<file path="config.mk">
export PLATFORM = sky130hd
export DESIGN_NAME = led_chaser_flat
export DESIGN_NICKNAME = d
export VERILOG_FILES = /design/src/rtl/led_chaser_if.sv /design/src/rtl/led_chaser.sv /design/src/flat_wrapper.sv
export SDC_FILE = /design/constraint.sdc
export NUM_CORES = 1
export LEC_CHECK = 0
export CELL_PAD_IN_SITES_DETAIL_PLACEMENT = 1
export CELL_PAD_IN_SITES_GLOBAL_PLACEMENT = 1
export CORE_ASPECT_RATIO = 1.5
export CORE_MARGIN = 2
export CORE_UTILIZATION = 30
export DETAILED_ROUTE_END_ITERATION = 6
export PLACE_DENSITY = 0.57
export SLEW_MARGIN = 20
export SYNTH_ARGS = -nofsm -noshare
export SYNTH_HDL_FRONTEND = slang
export SYNTH_SLANG_ARGS = --single-unit
</file>
<file path="constraint.sdc">
create_clock -name clk -period 2.2 [get_ports clk]
set_clock_uncertainty 0.1 [all_clocks]
set_input_delay 0.44 -clock clk [delete_from_list [all_inputs] [get_ports clk]]
set_output_delay 0.44 -clock clk [all_outputs]
set_load 0.02 [all_outputs]
</file>
<file path="src/rtl/led_chaser_if.sv">
// Control/status bundle between an LED pattern consumer and the led_chaser generator.
// The master drives pattern controls; the slave (the chaser) returns the LED pattern and step pulse.
interface led_chaser_if #(
  parameter int unsigned N_LEDS = 4
) ();
  logic              en;
  logic              dir;
  logic [1:0]        mode;
  logic [N_LEDS-1:0] leds;
  logic              tick;

  modport master (
    output en,
    output dir,
    output mode,
    input  leds,
    input  tick
  );

  modport slave (
    input  en,
    input  dir,
    input  mode,
    output leds,
    output tick
  );
endinterface

</file>
<file path="src/rtl/led_chaser.sv">
// LED pattern generator: rotate, bounce, fill and blink patterns advanced on a prescaled tick.
// All outputs are registered; a mode change reloads the pattern and restarts the prescaler.
module led_chaser #(
  parameter int unsigned N_LEDS = 4,
  parameter int unsigned DIV    = 25000000
) (
  input  logic         clk,
  input  logic         rst,
  led_chaser_if.slave  bus
);

  localparam int unsigned CntW = (DIV > 1) ? $clog2(DIV) : 1;

  localparam logic [N_LEDS-1:0] LsbOne  = N_LEDS'(1);
  localparam logic [N_LEDS-1:0] MsbOne  = N_LEDS'(1) << (N_LEDS - 1);
  localparam logic [N_LEDS-1:0] AllOnes = {N_LEDS{1'b1}};

  typedef enum logic [1:0] {
    ModeRotate = 2'd0,
    ModeBounce = 2'd1,
    ModeFill   = 2'd2,
    ModeBlink  = 2'd3
  } mode_e;

  logic [CntW-1:0]   cnt_q, cnt_d;
  mode_e             mode_q, mode_d;
  logic              bdir_q, bdir_d;
  logic [N_LEDS-1:0] leds_q, leds_d;
  logic              tick_q, tick_d;

  logic              mode_chg;
  logic              wrap;
  logic [N_LEDS-1:0] rot_l, rot_r, shl, shr, fill_l, fill_r;
  logic [N_LEDS-1:0] init_pat, next_pat;
  logic              next_bdir;

  assign mode_chg = (bus.mode != mode_q);
  assign wrap     = (cnt_q == CntW'(DIV - 1));

  assign rot_l  = {leds_q[N_LEDS-2:0], leds_q[N_LEDS-1]};
  assign rot_r  = {leds_q[0], leds_q[N_LEDS-1:1]};
  assign shl    = {leds_q[N_LEDS-2:0], 1'b0};
  assign shr    = {1'b0, leds_q[N_LEDS-1:1]};
  assign fill_l = {leds_q[N_LEDS-2:0], 1'b1};
  assign fill_r = {1'b1, leds_q[N_LEDS-1:1]};

  always_comb begin
    init_pat = '0;
    if (mode_e'(bus.mode) == ModeRotate || mode_e'(bus.mode) == ModeBounce) begin
      init_pat = bus.dir ? MsbOne : LsbOne;
    end
  end

  // Pattern for the next step; bounce reverses at the end LED with no dwell.
  always_comb begin
    next_pat  = leds_q;
    next_bdir = bdir_q;
    unique case (mode_q)
      ModeRotate: next_pat = bus.dir ? rot_r : rot_l;
      ModeBounce: begin
        if (!bdir_q) begin
          if (leds_q[N_LEDS-1]) begin
            next_pat  = shr;
            next_bdir = 1'b1;
          end else begin
            next_pat  = shl;
          end
        end else begin
          if (leds_q[0]) begin
            next_pat  = shl;
            next_bdir = 1'b0;
          end else begin
            next_pat  = shr;
          end
        end
      end
      ModeFill: begin
        if (leds_q == AllOnes) next_pat = '0;
        else                   next_pat = bus.dir ? fill_r : fill_l;
      end
      ModeBlink:  next_pat = ~leds_q;
      default:    next_pat = leds_q;
    endcase
  end

  always_comb begin
    cnt_d  = cnt_q;
    mode_d = mode_q;
    bdir_d = bdir_q;
    leds_d = leds_q;
    tick_d = 1'b0;
    if (mode_chg) begin
      // Reload wins over a coinciding step, independent of en.
      mode_d = mode_e'(bus.mode);
      cnt_d  = '0;
      bdir_d = bus.dir;
      leds_d = init_pat;
    end else if (bus.en) begin
      if (wrap) begin
        cnt_d  = '0;
        leds_d = next_pat;
        bdir_d = next_bdir;
        tick_d = 1'b1;
      end else begin
        cnt_d  = cnt_q + CntW'(1);
      end
    end
  end

  always_ff @(posedge clk) begin
    if (rst) begin
      cnt_q  <= '0;
      mode_q <= ModeRotate;
      bdir_q <= 1'b0;
      leds_q <= LsbOne;
      tick_q <= 1'b0;
    end else begin
      cnt_q  <= cnt_d;
      mode_q <= mode_d;
      bdir_q <= bdir_d;
      leds_q <= leds_d;
      tick_q <= tick_d;
    end
  end

  assign bus.leds = leds_q;
  assign bus.tick = tick_q;

endmodule

</file>
<file path="src/flat_wrapper.sv">
// flat-port wrapper written by rule: the top's interface ports become plain ports
module led_chaser_flat 
#(
  parameter int unsigned N_LEDS = 4,
  parameter int unsigned DIV    = 25000000
)
  (clk, rst, bus_en, bus_dir, bus_mode, bus_leds, bus_tick);
  led_chaser_if #(.N_LEDS(N_LEDS)) bus_i ();
  input  logic clk;
  input  logic rst;
  input wire logic [$bits(bus_i.en)-1:0] bus_en;
  input wire logic [$bits(bus_i.dir)-1:0] bus_dir;
  input wire logic [$bits(bus_i.mode)-1:0] bus_mode;
  output wire logic [$bits(bus_i.leds)-1:0] bus_leds;
  output wire logic [$bits(bus_i.tick)-1:0] bus_tick;
  assign bus_i.en = bus_en;
  assign bus_i.dir = bus_dir;
  assign bus_i.mode = bus_mode;
  assign bus_leds = bus_i.leds;
  assign bus_tick = bus_i.tick;
  led_chaser #(.N_LEDS(N_LEDS), .DIV(DIV)) u_core (.clk(clk), .rst(rst), .bus(bus_i));
endmodule
</file>
# Word level (Yosys, flattened, before mapping)
# Cells that the tools add are included.
word_totals:
  regBits: 33
  latchBits: 0
  mem_bits_rw: 0
  mem_bits_ro: 0
  in_bits: 6
  output_inout_bits: 5
  elab_cells: 46
  mem_count: 0
classes:
  n_addsub: 1
  n_mul: 0
  div_mod_pow: 0
  n_lt_le_gt_ge: 0
  eq_ne: 7
  shift: 0
  n_mux: 21
  bitwise: 2
  n_reduce_logical: 10
ops:
  columns: ["op", "count"]
  rows:
  - ["$mux 4", 11]
  - ["$add 25x1->25 const B", 1]
  - ["$eq 25x25->1 const B", 1]
  - ["$mux 25", 1]
  - ["$pmux 4 s4", 1]
  - ["$mux 1", 8]
  - ["$reduce_bool 2->1", 3]
  - ["$eq 2x1->1 const B", 2]
  - ["$eq 2x2->1 const B", 2]
  - ["$eq 4x4->1 const B", 1]
  - ["$logic_not 2->1", 2]
  - ["$not 4->4", 1]
  - ["$reduce_and 3->1", 1]
  - ["$reduce_or 3->1", 1]
  - ["$ne 2x2->1", 1]
  - ["$reduce_and 2->1", 1]
  - ["$reduce_or 2->1", 1]
  - ["$logic_or 1x1->1", 1]
  - ["$not 1->1", 1]

# Logic depth before layout (Yosys ltp)
depth:
  depth_word: 6
  depth_mapped: 8
  depth_no_buf: 6

# Worst setup path after synthesis
# Ideal clock, no wire load.
synth_path:
  path_kind: "reg2reg"
  from: "register u_core.cnt_q[0]"
  to: "register u_core.leds_q[0] (netlist: u_core.bus.leds[0])"
  setup_ns: 0.122
  arrival_ns: 1.851
  t_required_ns: 1.978
  slack_ns: 0.127
  path_stages_with_launch: 7
  n_path_buf: 1
  synth_period_minus_slack_ns: 2.073
  cell_sequence: "dfxtp_1 ha_1 and4_4 nand3_2 or4_4 buf_6 a311o_1"
synth_between:
  elab_chain_cells: 3
synth_lines:
  columns: ["element", "line_no", "rtl"]
  rows:
  - ["start: declaration", "led_chaser.sv:25", "logic [CntW-1:0] cnt_q, cnt_d;"]
  - ["start signal: assignment", "led_chaser.sv:118", "cnt_q <= cnt_d;"]
  - ["$eq 25x25->1", "led_chaser.sv:38", "assign wrap = (cnt_q == CntW'(DIV - 1));"]
  - ["$reduce_bool 2->1 (no line)", null, null]
  - ["$reduce_and 2->1 (no line)", null, null]
  - ["end signal: assignment", "led_chaser.sv:115", "leds_q <= LsbOne;"]
  - ["end signal: assignment", "led_chaser.sv:121", "leds_q <= leds_d;"]
  - ["end: declaration", "led_chaser.sv:28", "logic [N_LEDS-1:0] leds_q, leds_d;"]
# Every way passes these cells.
# A chain may end at the register's enable or synchronous reset.

# Worst setup path after layout
layout_path:
  from: "register u_core.cnt_q[23]"
  to: "register u_core.leds_q[0] (netlist: u_core.bus.leds[0])"
# The elaborated chain is that of the path after synthesis.

==> impl_metrics.env <==
export IMPL_outcome="completed"
export IMPL_vias_per_cell=5.04
export IMPL_cp_data_arrival_time_ns=2.17
export IMPL_fillers=668
export IMPL_seqPwrFrac_pct=53.2
export IMPL_routed_wl_microns=4040
export IMPL_die_area_sq_um=6230
export IMPL_areaGrowthSynthToFinish_pct=17.1
export IMPL_drc=0
export IMPL_grt_pass1_wl_microns=7060
export IMPL_critical_path_peak_fanout=10
export IMPL_ys_warnings_count=0
export IMPL_hold_depth=2
export IMPL_worstPathCellList="nor4b_1 -> nand2_1 -> or4_4 -> a311o_1"
export IMPL_p_switching_uw=277
export IMPL_maxClockFrequency_mhz=476
export IMPL_grt_antenna_before_repair=0
export IMPL_numPortBuffers=10
export IMPL_first_global_vias=1547
export IMPL_clock_path_buffers=2
export IMPL_clk_pin_slew_ns=0.07
export IMPL_nNetsFinal=220
export IMPL_n_antenna_cell=0
export IMPL_post_synth_instance_area_sq_um=1680
export IMPL_rr_worst_depth=4
export IMPL_die_y_microns=95.7
export IMPL_cp_required_ns=2.27
export IMPL_h_tree_depth=2
export IMPL_critPathBufInv=0
export IMPL_finalCritPeriodShare_pct=95.5
export IMPL_hold_violations=0
export IMPL_setup_violations=0
export IMPL_power_density_nw_per_um2=596
export IMPL_first_pass_iters=4
export IMPL_netlist_instances=197
export IMPL_via_count=1425
export IMPL_dp_cells=276
export IMPL_total_power_uw=1170
export IMPL_syn_num_nets=204
export IMPL_cap_violations=0
export IMPL_leakagePower_uw=0.000669
export IMPL_ys_seq_area_share_pct=39.3
export IMPL_hold_start="u_core.cnt_q[14]"
export IMPL_yosysUniqueCellTypes=44
export IMPL_hold_path_class="reg2reg"
export IMPL_min_to="u_core.cnt_q[14]"
export IMPL_crit_path_end_kind="flop"
export IMPL_post_cts_buffers=0
export IMPL_root_buffer="clkbuf_8"
export IMPL_critPathKind="reg2reg"
export IMPL_fin_util_pct=36.1
export IMPL_core_area_sq_um=5450
export IMPL_r2r_slack_ns=0.1
export IMPL_switching_share_pct=23.6
export IMPL_io_pins=11
export IMPL_reg2reg_from="u_core.cnt_q[23]"
export IMPL_rr_endpoint="u_core.bus.leds[0]"
export IMPL_peakVddDrop_v=0.000250
export IMPL_postRouteAntennaNets=0
export IMPL_clkPwrFrac_pct=38.6
export IMPL_stdcell_area_sq_um=1970
export IMPL_crit_path_start_kind="flop"
export IMPL_cts_tree="yes"
export IMPL_slew_headroom_pct=68.6
export IMPL_gp_congestion=0.816
export IMPL_p_comb_share_pct=8.2
export IMPL_die_x_microns=65.1
export IMPL_grt_usage_pct=14.9
export IMPL_rsz0062_at_grt="no"
export IMPL_critical_path_top_delay_family="simple AND/OR/NAND/NOR gates"
export IMPL_rows=33
export IMPL_route_detailed_wl_per_inst_microns=14.3
export IMPL_fin_cells=283
export IMPL_slowest_delay_ns=0.66
export IMPL_fin_crit_ns=2.10
export IMPL_intPower_uw=897
export IMPL_start_util_pct=30.8
export IMPL_cts_sinks=33
export IMPL_ys_ff_latch=33
export IMPL_place_area_sq_um=1870
export IMPL_grt_start_max_net_pins=26
export IMPL_syn_avg_cell_area_sq_um=8.53
export IMPL_cts_made_buffers=5
export IMPL_synthFlopType="dfxtp_1"
export IMPL_drive_gt1_share_pct=10.3
export IMPL_synth_edf_count=0
export IMPL_maxSlewViolCount=0
export IMPL_drtIter0Drc=71
export IMPL_tightestPinTransition_ns=0.471
export IMPL_critPathSlowestCell="or4_4"
export IMPL_synthArstFlopShare_pct=0
export IMPL_overflow=0
export IMPL_clk_latency_ns=0.28
export IMPL_dp_hpwl_microns=3090
layout by cell type (no fill, tap or decap), types with 2 or more instances in the layout:
| master | instances |
|---|---|
| dfxtp_1 | 33 |
| nor4b_1 | 2 |
| a31oi_1 | 3 |
| o22ai_1 | 3 |
| clkbuf_8 | 6 |
| buf_4 | 8 |
| a21oi_1 | 3 |
| inv_1 | 5 |
| xor2_1 | 20 |
| and4_1 | 2 |
| and3_1 | 3 |
| mux2i_1 | 3 |
| nor3_1 | 4 |
| o31ai_1 | 2 |
| nor4_1 | 2 |
| nor2_1 | 37 |
| clkdlybuf4s50_1 | 10 |
| nand2_1 | 14 |
| o21ai_0 | 2 |
| nand3_1 | 10 |
| nand4_1 | 9 |
| nand2b_1 | 4 |
| xnor2_1 | 6 |
| nor2b_1 | 2 |
registers in the layout, summed over array words and instances (netlist names):
name and flops:
u_core.bus.leds 4, u_core.bus.tick 1, u_core.mode_q 2, u_core.bdir_q 1
u_core.cnt_q 25
cell type report:
type,count,area [sq um],share of cell area (%)
clock buffers,7,86.3,4.39
inverters,5,18.8,0.954
multi-input cells,150,955,48.5
flip-flops and latches,33,661,33.6
well taps,70,87.6,4.45
repair buffers,18,160,8.14
how the worst max path moves through the flow:
stage / to / start / slack [ns] / depth (start not counted)
global placement: u_core.bus.leds[1] / bus_en / -0.29 / 6
floorplan: u_core.bus.leds[0] / u_core.cnt_q[0] / 0.13 / 6
CTS: u_core.cnt_q[2] / bus_en / 0.008 / 6
detailed placement: u_core.bus.leds[1] / bus_en / -0.30 / 6
global route: u_core.bus.leds[0] / u_core.cnt_q[23] / 0.03 / 4
finish: u_core.bus.leds[0] / u_core.cnt_q[23] / 0.1 / 4
power groups by stage:
stage	clock network [uW]	logic, uW	registers, uW
finish	453	96.4	624
global route	508	107	625
CTS	480	96.8	624
detailed placement	0	95.4	637
global placement	0	89.8	637
floorplan	0	70.3	628
Yosys cell counts, drive strengths merged (2+ instances only):
cell / n / area share (%)
dfxtp: 33 / 39
clkbuf: 3 / 0.67
nor4b: 2 / 1.0
o31ai: 2 / 0.89
buf: 6 / 3.0
o21ai: 2 / 0.60
xor2: 20 / 10
and4: 3 / 1.7
o41ai: 2 / 1.5
and3: 4 / 1.6
nor3: 4 / 1.2
a31oi: 3 / 1.1
mux2i: 3 / 1.8
nor4: 2 / 0.74
nor2b: 2 / 0.74
nor2: 37 / 8.3
nand3: 11 / 3.6
a21oi: 3 / 0.89
o22ai: 3 / 1.1
inv: 5 / 1.1
xnor2: 6 / 3.1
nand2b: 4 / 1.5
nand4: 9 / 3.4
nand2: 15 / 3.8
metrics by stage:
stage | TNS (ns) | hold WS (ns) | setup slack [ns]
after floorplan | 0 | 0.371 | 0.127
after global placement | -6.63 | 0.389 | -0.286
after detailed placement | -7.93 | 0.415 | -0.297
after CTS | 0 | 0.431 | 0.00788
after global routing | 0 | 0.443 | 0.0299
final | 0 | 0.425 | 0.0988
tightest hold or removal path, delay by kind of cell, from the launching register on:
family | cells | cell delay (ns)
DFF | 1 | 0.33
and+or+nand+nor | 1 | 0.09
xor gates and xnor gates | 1 | 0.07
metal layers:
layer | up-vias | global-route usage [%] | part of all wire (%)
li1 | 714 | - | -
met1 | 682 | 14.1 | 39
met2 | 19 | 28.9 | 56
met3 | 10 | 3.31 | 2.1
met4 | 0 | 8.33 | 2.6
met5 | - | 0 | 0
repair_timing:
action | CTS | global route
pin swaps | 0 | 1
hold endpoints to repair | 0 | 0
endpoints found under the setup margin | 1 | 27
gates resized for setup | 1 | 1
hold buffers | 0 | 0
logic make-up after synthesis:
group / Yosys count / synth area share [%]
adders and majority gates: 1 / 0.744
muxes: 4 / 2.46
xor gates and xnor gates: 26 / 13.6
AOI/OAI and AO/OA: 23 / 10.2
DFF: 33 / 39.3
buffers and inverters: 14 / 4.77
and+or+nand+nor: 96 / 29.0
No activity file was read; power rests on OpenSTA's default activity.
